### config.mk
export PLATFORM = sky130hd
export DESIGN_NAME = control_sequencer
export DESIGN_NICKNAME = d
export VERILOG_FILES = /design/src/rtl/ctrl_pkg.sv /design/src/rtl/onehot_bar_decoder.sv /design/src/rtl/control_sequencer.sv
export SDC_FILE = /design/constraint.sdc
export NUM_CORES = 1
export LEC_CHECK = 0
export CAP_MARGIN = 20
export CORE_UTILIZATION = 30
export DETAILED_ROUTE_END_ITERATION = 10
export PLACE_DENSITY = 0.81
export RECOVER_POWER = 50
export SETUP_SLACK_MARGIN = 0.02
export SLEW_MARGIN = 20
export SYNTH_ARGS = -nofsm -noshare
export SYNTH_HDL_FRONTEND = slang
export SYNTH_SLANG_ARGS = --single-unit
### constraint.sdc
create_clock -name clk -period 1.7 [get_ports clk]
set_input_delay 0.17 -clock clk [delete_from_list [all_inputs] [get_ports clk]]
set_output_delay 0.17 -clock clk [all_outputs]
set_load 0.01 [all_outputs]
### src/rtl/ctrl_pkg.sv
`default_nettype none
// ============================================================================
//  Module  : ctrl_pkg
//  Brief   : Microinstruction field layout and select codes for the sequencer
//  Rev     : 1.0  initial release
// ============================================================================
package ctrl_pkg;

  localparam int SRC_LSB  = 0;
  localparam int DST_LSB  = 3;
  localparam int END_BIT  = 6;
  localparam int WAIT_BIT = 7;
  localparam int HALT_BIT = 8;

  localparam int CODE_W = 3;

  localparam logic [CODE_W-1:0] CODE_NONE = 3'd0;
  localparam logic [CODE_W-1:0] CODE_IR   = 3'd7;

  // Packed MSB-first so the field offsets match the *_LSB / *_BIT positions above.
  typedef struct packed {
    logic [6:0]        rsvd;
    logic              halt;
    logic              wait_mem;
    logic              last;
    logic [CODE_W-1:0] dst;
    logic [CODE_W-1:0] src;
  } uinst_t;

endpackage : ctrl_pkg
`default_nettype wire

### src/rtl/onehot_bar_decoder.sv
`default_nettype none
// ============================================================================
//  Module  : onehot_bar_decoder
//  Brief   : N-way active-low one-hot decoder with active-low enable (138-style)
//  Rev     : 1.0  initial release
// ============================================================================
module onehot_bar_decoder #(
  parameter int NUM_OUT  = 8,
  parameter int SEL_BITS = $clog2(NUM_OUT)
) (
  input  logic [SEL_BITS-1:0] i_sel,
  input  logic                i_en_bar,
  output logic [NUM_OUT-1:0]  o_y_bar
);

  always_comb begin
    o_y_bar = '1;
    if (!i_en_bar) begin
      for (int i = 0; i < NUM_OUT; i++) begin
        if (i_sel == SEL_BITS'(i)) o_y_bar[i] = 1'b0;
      end
    end
  end

endmodule : onehot_bar_decoder
`default_nettype wire

### src/rtl/control_sequencer.sv
`default_nettype none
// ============================================================================
//  Module  : control_sequencer
//  Brief   : Microcode sequencer: IR, micro-step counter, halt/stall control
//            and one-hot active-low bus source/destination strobes
//  Rev     : 1.0  initial release
// ============================================================================
module control_sequencer
  import ctrl_pkg::*;
#(
  parameter int STEP_BITS = 3,
  parameter int NUM_CODES = 8
) (
  input  logic                   clk,
  input  logic                   reset_bar,
  input  logic [15:0]            bus,
  input  logic [15:0]            uinst,
  input  logic                   mem_ready,
  output logic [8+STEP_BITS-1:0] uaddr,
  output logic [NUM_CODES-1:0]   en_bar,
  output logic [NUM_CODES-1:0]   load_bar,
  output logic                   halted
);

  logic [STEP_BITS-1:0] r_step;
  logic [7:0]           r_ir;
  logic                 r_halted;

  uinst_t w_ui;
  logic   w_stall;
  logic   w_src_off;
  logic   w_dst_off;
  logic   w_last_step;
  logic   w_unused;

  assign w_ui        = uinst_t'(uinst);
  assign w_stall     = w_ui.wait_mem & ~mem_ready;
  assign w_last_step = w_ui.last | (r_step == {STEP_BITS{1'b1}});
  assign w_unused    = ^{bus[7:0], w_ui.rsvd};

  // Reset forces strobes high combinationally so no register is touched while
  // the asynchronous ROM is still returning garbage.
  assign w_src_off = ~reset_bar | r_halted | (w_ui.src == CODE_NONE);
  assign w_dst_off = ~reset_bar | r_halted | w_stall
                   | (w_ui.dst == CODE_NONE) | (w_ui.dst == CODE_IR);

  onehot_bar_decoder #(.NUM_OUT(NUM_CODES)) u_src_dec (
    .i_sel    (w_ui.src),
    .i_en_bar (w_src_off),
    .o_y_bar  (en_bar)
  );

  onehot_bar_decoder #(.NUM_OUT(NUM_CODES)) u_dst_dec (
    .i_sel    (w_ui.dst),
    .i_en_bar (w_dst_off),
    .o_y_bar  (load_bar)
  );

  // A halt step freezes everything, including the step reset an end would cause.
  always_ff @(posedge clk or negedge reset_bar) begin
    if (!reset_bar) begin
      r_step   <= '0;
      r_ir     <= 8'h00;
      r_halted <= 1'b0;
    end else if (!r_halted && !w_stall) begin
      if (w_ui.halt) begin
        r_halted <= 1'b1;
      end else begin
        if (w_ui.dst == CODE_IR) r_ir <= bus[15:8];
        r_step <= w_last_step ? '0 : r_step + 1'b1;
      end
    end
  end

  assign uaddr  = {r_ir, r_step};
  assign halted = r_halted;

endmodule : control_sequencer
`default_nettype wire

# ---- Word-level counts from Yosys, hierarchy flattened
# Index checks and enable logic that the tools add are counted.
dict set report word_totals {
  ff_bits 12
  input_bits 35
  word_cells 56
}
dict set report op_classes {
  reduce_logical 8
  mux 19
  add_sub_neg 1
  bitwise_logic 10
  n_eq_ne 15
}
# operator n
set op_table {}
lappend op_table {{== test 3 bit (second input constant)} 9}
lappend op_table {{two-way mux 1 bit} 16}
lappend op_table {{two-way mux 8 bit} 2}
lappend op_table {{== test 3 x 2 -> 1 bit (second input constant)} 4}
lappend op_table {{== test 3 x 1 -> 1 bit (second input constant)} 2}
lappend op_table {{logical NOT 3 bit} 2}
lappend op_table {{bitwise OR 1 bit} 6}
lappend op_table {{AND reduction 2 bit} 2}
lappend op_table {{adder 3 x 1 -> 3 bit (second input constant)} 1}
lappend op_table {{two-way mux 3 bit} 1}
lappend op_table {{inverter 1 bit} 3}
lappend op_table {{AND reduction 3 bit} 1}
lappend op_table {{logical NOT 1 bit} 2}
lappend op_table {{AND 1 bit} 1}
lappend op_table {{logical AND 1 bit} 1}

# ---- Longest topological paths before layout
# Gate-level depths: netlist of the first run.
dict set report depth {
  depth_word 6
  mapped_depth 4
  ltp_nobuf 4
}

# ---- Hierarchy
# From an unflattened synthesis of the first run, not the netlist that was laid out.
dict set report unflattened {
  cells_unflattened 55
  area_unflattened_um2 745.7
}
# mod instances cells_per_inst area_per_inst_um2
set modules_own_cells {}
lappend modules_own_cells {control_sequencer 1 39 585.6}
lappend modules_own_cells {onehot_bar_decoder 2 8 80.1}

# ---- Worst setup path after synthesis of the first run
# Ideal clock, no wire load.
dict set report synth_path {
  path_type {reg-to-reg}
  from {register r_halted, in the netlist halted}
  to {register r_ir[0]}
  arrival_ns 1.391
  path_slack_ns 0.183
  t_required_ns 1.575
  stages_incl_launch_ff 4
  synth_period_minus_slack_ns 1.517
  setup_time_ns 0.125
  path_buffers 1
  path_cell_list {dfrtp_1 > or4_4 > buf_6 > mux2_4}
}
dict set report synth_via {
  elab_chain_len 3
}
# element line_no
set synth_lines {}
lappend synth_lines {{start, declared} control_sequencer.sv:27} ;# logic r_halted;
lappend synth_lines {{start signal, assigned} control_sequencer.sv:64} ;# r_halted <= 1'b0;
lappend synth_lines {{start signal, assigned} control_sequencer.sv:67} ;# r_halted <= 1'b1;
lappend synth_lines {{logical NOT 1 bit} control_sequencer.sv:65} ;# end else if (!r_halted && !w_stall) begin
lappend synth_lines {{logical AND 1 bit} control_sequencer.sv:65}
lappend synth_lines {{AND reduction 3 bit (no source line)} n/a}
lappend synth_lines {{end signal, assigned} control_sequencer.sv:69} ;# if (w_ui.dst == CODE_IR) r_ir <= bus[15:8];
lappend synth_lines {{end, declared} control_sequencer.sv:26} ;# logic [7:0] r_ir;
# No other way between the ends.
# A chain may end at the register's enable or synchronous reset.

# ---- Final worst setup path of the first run
dict set report layout_path {
  from {input port uinst[0]}
  to {output port en_bar[2]}
}
dict set report layout_via {
  elab_chain_len 3
}
# element line_no
set layout_lines {}
lappend layout_lines {{start, declared} control_sequencer.sv:17} ;# input logic [15:0] uinst,
lappend layout_lines {{== test 3 x 2 -> 1 bit / logical NOT 3 bit (equally long branches)} {onehot_bar_decoder.sv:20, control_sequencer.sv:43}}
lappend layout_lines {{two-way mux 1 bit / bitwise OR 1 bit (equally long branches)} {onehot_bar_decoder.sv:20, control_sequencer.sv:43}}
lappend layout_lines {{two-way mux 8 bit *} onehot_bar_decoder.sv:18} ;# if (!i_en_bar) begin
lappend layout_lines {{end, declared} control_sequencer.sv:20} ;# output logic [NUM_CODES-1:0] en_bar,
# Mark *: on every way between the ends. The rest lies on a longest branch, timed or not.

==> key figures, run 1 <==
Cells and area
  – Post-Route Utilization: between 50% and 60%
  – Nets: around 160
  – Share of post-route cells with drive strength above 1: 26.3%
  – ANT cells: 0
  – Layout area overhead: 85.6%
  – Final Non-Filler Cells: approximately 150
  – Final instance area: about 1300 um2

Critical path
  – Critical path peak fanout: 5
  – CP delay by family, top: buffers and inverters
  – CP Buf/Inv Count: 2
  – Worst Setup Path Type: primary input to output pin
  – R2R Path End: r_ir[5]$_DFFE_PN0P_
  – Stages on worst setup path: 4
  – Crit path required time: 1530 ps
  – Worst Path Arrival: 1480 ps
  – Reg2Reg Setup Slack: 100 ps
  – Worst Setup SP: uinst[0]
  – Worst setup SP type: primary input
  – Reg2reg start: halted$_DFFE_PN0P_
  – Worst r2r path cells: 3
  – Worst setup EP type: output pin
  – Worst path cell trace: dlygate4sd3_1 > nor2b_2 > nand2_1 > clkdlybuf4s50_1
  – Critical path capture point: en_bar[2]
  – CP peak stage delay: about 600 ps
  – Slowest cell on crit path: dlygate4sd3_1

Logic synthesis
  – Post-synthesis cell count: between 60 and 70
  – Yosys top cell by area: dfrtp_1
  – Post-Syn Area: between 700 and 800 um2
  – Sequential area share after synthesis: a little over two fifths
  – Synth area leaders: dfrtp_1 (43%), mux2_4 (17%), nand2_1 (5.3%), mux2_2 (4.8%), ha_1 (3.6%)
  – Main flop type after synthesis: dfrtp_1
  – Number of synthesis warnings: 0
  – Syn_area_per_cell: roughly 11 um2
  – Post-synth EDFFs: 0
  – Post-synth top area share: roughly 43%
  – Most frequent cell after synthesis: dfrtp_1
  – Yosys cell types: 20
  – Post-synth ARST share: between 90% and 100%
  – Number of synthesized register bits: 12
  – Post-synth top cells: dfrtp_1 (12), nand2_1 (10), mux2_4 (8)

Run
  – Max-cap violations: 0

Floorplanning
  – IO Pins: 63
  – Std cell rows: 17
  – Die width: 50.4 um
  – Die area: 2540 um2
  – Die Span Y: a little over 50 um
  – Initial Utilization: between 30% and 40%
  – Core area: between 2000 and 2500 um2

Place
  – Inst Count DP: 141
  – GPL Wtd Cong: just over 0.7
  – PortBufs: 44
  – DP Area: roughly 1200 um2
  – Post-detailed-placement half-perimeter wirelength: around 1.3 mm

Clock tree
  – H-tree depth: 1
  – Clock Latency Late Sink: 260 ps
  – Cts-stage hold buffer count: 0
  – Clock sinks: 12
  – CTS root buf: clkbuf_4
  – TritonCTS buffer count: 3
  – Clock tree buffer depth: 2
  – CTS tree: yes
  – CTS clk-pin slew, worst paths: 70 ps

STA
  – Fin crit period: 1650 ps
  – Final Setup Violations: 0
  – Setup TNS: 0 ps
  – Hold Vio Cnt, Final: 0
  – Max-slew headroom: 58.3%
  – Max frequency: 0.607 GHz
  – Final period util: a little over nine tenths
  – Max Clock Skew: about 1.1 ps
  – Max-slew violations: 0
  – Least-Margin Pin Slew: approximately 630 ps

Global route
  – Largest net degree at the start of global routing: 13
  – Wire length of the first global-routing pass: approximately 2.6 mm
  – Gr usage total: 13.3%
  – Initial antenna violation count: 0
  – Global route overflow: 0
  – Vias in the first global route: approximately 620

Routing
  – Via count: between 600 and 700
  – Post-route DRC: 0
  – DR vias/cell: between 4 and 5
  – DR WL/cell: about 11 um
  – Routed WL: about 1.6 mm
  – Post-DRT Antenna Nets: 0
  – First-pass DRT Iterations: 4
  – Initial drt markers: 7

Power
  – Total power: approximately 670 uW
  – Max VDD drop: 0.357 mV
  – LEAKAGE: roughly 0.00061 uW
  – PwrDens: between 500 and 600 nW/um2

Hold path
  – HP Class: primary input to asynchronous set/reset pin

Run status
  – Outcome: completed
-- flip-flops by register name, summed over array words and instances (netlist names) --
register	cells
r_ir	8
r_step	3
halted	1
-- stage by stage --
stage	hold WS (ps)	worst slack (ps)
finish	458	52.9
global route	502	-11.2
CTS	257	-155
detailed placement	496	-148
global placement	496	-177
floorplan	-126	183
-- layout make-up --
type                       instances  area, um2
clock buffer                       4       36.3
multi-input combinational         48        404
fill                             211        910
inverter                           2       7.51
tap                               28       35.0
timing repair buffer              52        519
sequential                        12        300
-- layer usage --
layer	vias up	wire length, um	share of wire, %	GRT usage, %
met2	35	853	52	23.1
li1	320	-	-	-
met1	299	633	38	15.3
met5	-	0	0	0
met3	2	145	8.8	4.55
met4	0	15	0.91	4.17
-- cells by family after synthesis --
kind of cell	synth area share, %
and+or+nand+nor	24.2
AOI/OAI and AO/OA	1.07
DFF	42.8
buffers and inverters	5.88
other	0.534
adders and majority gates	3.56
muxes	21.9
-- worst min-delay path by stage --
stage | startpoint | endpoint | slack [ps] | depth (start not counted)
finish | reset_bar | r_ir[0]$_DFFE_PN0P_ | 460 | 2
global route | bus[15] | r_ir[7]$_DFFE_PN0P_ | 500 | 2
CTS | reset_bar | r_ir[0]$_DFFE_PN0P_ | 260 | 2
detailed placement | r_ir[7]$_DFFE_PN0P_ | r_ir[7]$_DFFE_PN0P_ | 500 | 1
global placement | r_ir[0]$_DFFE_PN0P_ | r_ir[0]$_DFFE_PN0P_ | 500 | 1
floorplan | reset_bar | halted$_DFFE_PN0P_ | -130 | 0
-- power breakdown --
| part | total, uW | switching [uW] | leakage, uW | internal, uW |
|---|---|---|---|---|
| registers | 309 | 9.60 | 0.000159 | 299 |
| clock network | 221 | 91.0 | 0.0000210 | 130 |
| logic | 140 | 49.5 | 0.000428 | 90.2 |
| total | 669 | 150 | 0.000608 | 519 |
-- placed cells by master, fill, tap and decap left out, types with 3 or more instances in the layout --
master	count
nor2_1	3
mux2_2	3
nand2_1	10
nand3_1	4
mux2_4	8
dlymetal6s2s_1	9
clkbuf_4	3
dfrtp_1	12
conb_1	3
clkdlybuf4s15_1	3
buf_4	7
clkdlybuf4s50_1	23
dlygate4sd3_1	9
-- timing repair --
| action | CTS | global route |
|---|---|---|
| setup endpoints to repair | 13 | 13 |
| buffers inserted | 0 | 1 |
| pin swaps | 0 | 1 |
| cloned | 0 | 0 |
| resized for setup | 6 | 20 |
Note: power is estimated with default switching activity, not from simulation.
==> inputs of run 2 (changes only) <==
- GPL_TIMING_DRIVEN: not set -> 1
- HOLD_SLACK_MARGIN: not set -> 0.02
- clock period: 1.7 -> 1.6 ns (I/O delays scaled with it)
==> run 2 against run 1 <==
Compared with the run above:
- via count up 1.1%
- combinational power up 6%
- clock-buffer cell count unchanged
- largest cell class unchanged
- cell count up 0.68%
- worst setup slack better by 56 ps
- critical endpoint is now load_bar[3]
- critical path type is now flop to output pin
==> key figures, run 2 (synthesized netlist as in run 1, its figures left out) <==
Routing
  – Via count: between 600 and 700
  – First-pass DRT Iterations: 5
  – Routed WL: around 1.7 mm
  – Initial drt markers: 4
  – Post-route DRC: 0
  – Post-DRT Antenna Nets: 0
  – DR vias/cell: 4.51
  – DR WL/cell: approximately 12 um

Cells and area
  – Most frequent cells in the layout: clkdlybuf4s50_1 (17), dfrtp_1 (12), dlygate4sd3_1 (11)
  – Post-Route Utilization: between 50% and 60%
  – Multi-input logic area: just over 400 um2
  – Share of post-route cells with drive strength above 1: a little under a third
  – ANT cells: 0
  – Most common cell after layout, fill and taps aside: clkdlybuf4s50_1
  – Fillers: ~200
  – Nets: ~160
  – Largest Register: r_ir
  – Layout area overhead: 80.7%
  – Final Non-Filler Cells: between 100 and 150
  – Storage element area: 300 um2
  – Largest register FFs: 8

Floorplanning
  – Die area: between 2000 and 3000 um2
  – Core area: 2210 um2
  – Std cell rows: 17
  – Die width: 50.4 um
  – Die Span Y: a little over 50 um
  – IO Pins: 63
  – Initial Utilization: between 30% and 40%

Critical path
  – R2R Path End: r_ir[7]$_DFFE_PN0P_
  – Worst Setup Path Type: flop to output pin
  – CP delay by family, top: simple AND/OR/NAND/NOR gates
  – Worst Path Arrival: ~1300 ps
  – Reg2reg start: halted$_DFFE_PN0P_
  – Reg2Reg Setup Slack: ~110 ps
  – Crit path required time: 1440 ps
  – Worst path cell trace: nand2b_4 > buf_6 > nor3_4 > nand3_1 > clkbuf_2
  – CP Buf/Inv Count: 2
  – Worst setup SP type: flop
  – Critical path peak fanout: 4
  – CP peak stage delay: around 390 ps
  – Worst r2r path cells: 3
  – Worst setup EP type: output pin
  – Slowest cell on crit path: dfrtp_1

Clock tree
  – TritonCTS buffer count: 3
  – H-tree depth: 1
  – Cts-stage hold buffer count: 0
  – CTS clk-pin slew, worst paths: roughly 80 ps
  – CTS tree: yes
  – Clock tree buffer depth: 2
  – Clock sinks: 12
  – CTS root buf: clkbuf_4
  – Clock Latency Late Sink: between 200 and 300 ps

STA
  – Hold Vio Cnt, Final: 0
  – Max Clock Skew: slightly above 2 ps
  – Final Setup Violations: 0
  – Final period util: between 90% and 100%
  – Max-slew violations: 0
  – Max frequency: about 0.67 GHz
  – Fin crit period: 1490 ps
  – Setup TNS: 0 ps
  – Unrepaired setup endpoints after global routing: true

Place
  – Post-detailed-placement half-perimeter wirelength: around 1.4 mm
  – GPL Wtd Cong: between 0.6 and 0.7
  – Inst Count DP: about 140
  – PortBufs: 44

Hold path
  – HP Class: primary input to asynchronous set/reset pin

Power
  – LEAKAGE: 0.000637 uW
  – PwrDens: between 500 and 600 nW/um2
  – Total power: a little over 700 uW
  – Max VDD drop: around 0.35 mV

Global route
  – Global route overflow: 0
  – Wire length of the first global-routing pass: approximately 2.9 mm
  – Largest net degree at the start of global routing: 13
  – Vias in the first global route: ~660
  – Gr usage total: 15.3%
  – Initial antenna violation count: 0

Run status
  – Outcome: completed

Run
  – Max-cap violations: 0
[run 2: how the worst max path moves through the flow]
stage	from	to	slack, ps	cells after the start
2_1_floorplan	halted$_DFFE_PN0P_	r_ir[0]$_DFFE_PN0P_	80	3
3_3_place_gp	reset_bar	load_bar[3]	-260	5
3_5_place_dp	reset_bar	load_bar[3]	-250	5
4_1_cts	halted$_DFFE_PN0P_	load_bar[3]	-20	5
5_1_grt	halted$_DFFE_PN0P_	load_bar[3]	-20	5
6_report	halted$_DFFE_PN0P_	load_bar[3]	110	5
[run 2: final cells by class]
cell class	count	area share, %
repair buffers	53	38.1
multi-input cells	48	32.1
flip-flops and latches	12	23.7
clock buffers	4	2.86
well taps	28	2.76
inverters	2	0.592
[run 2: what timing repair did]
| item | 4_1_cts | 5_1_grt |
|---|---|---|
| setup endpoints to repair | 21 | 16 |
| gates resized for setup | 32 | 10 |
| buffers inserted | 1 | 0 |
| pin swaps | 1 | 3 |
[run 2: power breakdown]
group          leakage [uW]  switching (uW)  total, uW  internal (uW)
combinational      0.000457            54.3        149           94.9
sequential         0.000159            10.2        328            318
clock             0.0000210             106        244            138
[run 2: metal layers]
layer  vias up  GRT usage (%)  share of wire (%)
met4         0           6.94                  0
met3         0           6.06                7.4
met1       307           17.1                 40
met2        34           25.3                 52
li1        322              -                  -
met5         -              0                  0
[run 2: through the flow]
stage               setup WS (ps)  hold slack [ps]  cell area (um2)
finish                        109              295             1270
global route                -20.8              313             1270
CTS                         -22.9              298             1270
detailed placement           -246              497             1210
global placement             -262              496             1210
floorplan                    83.4             -136              709
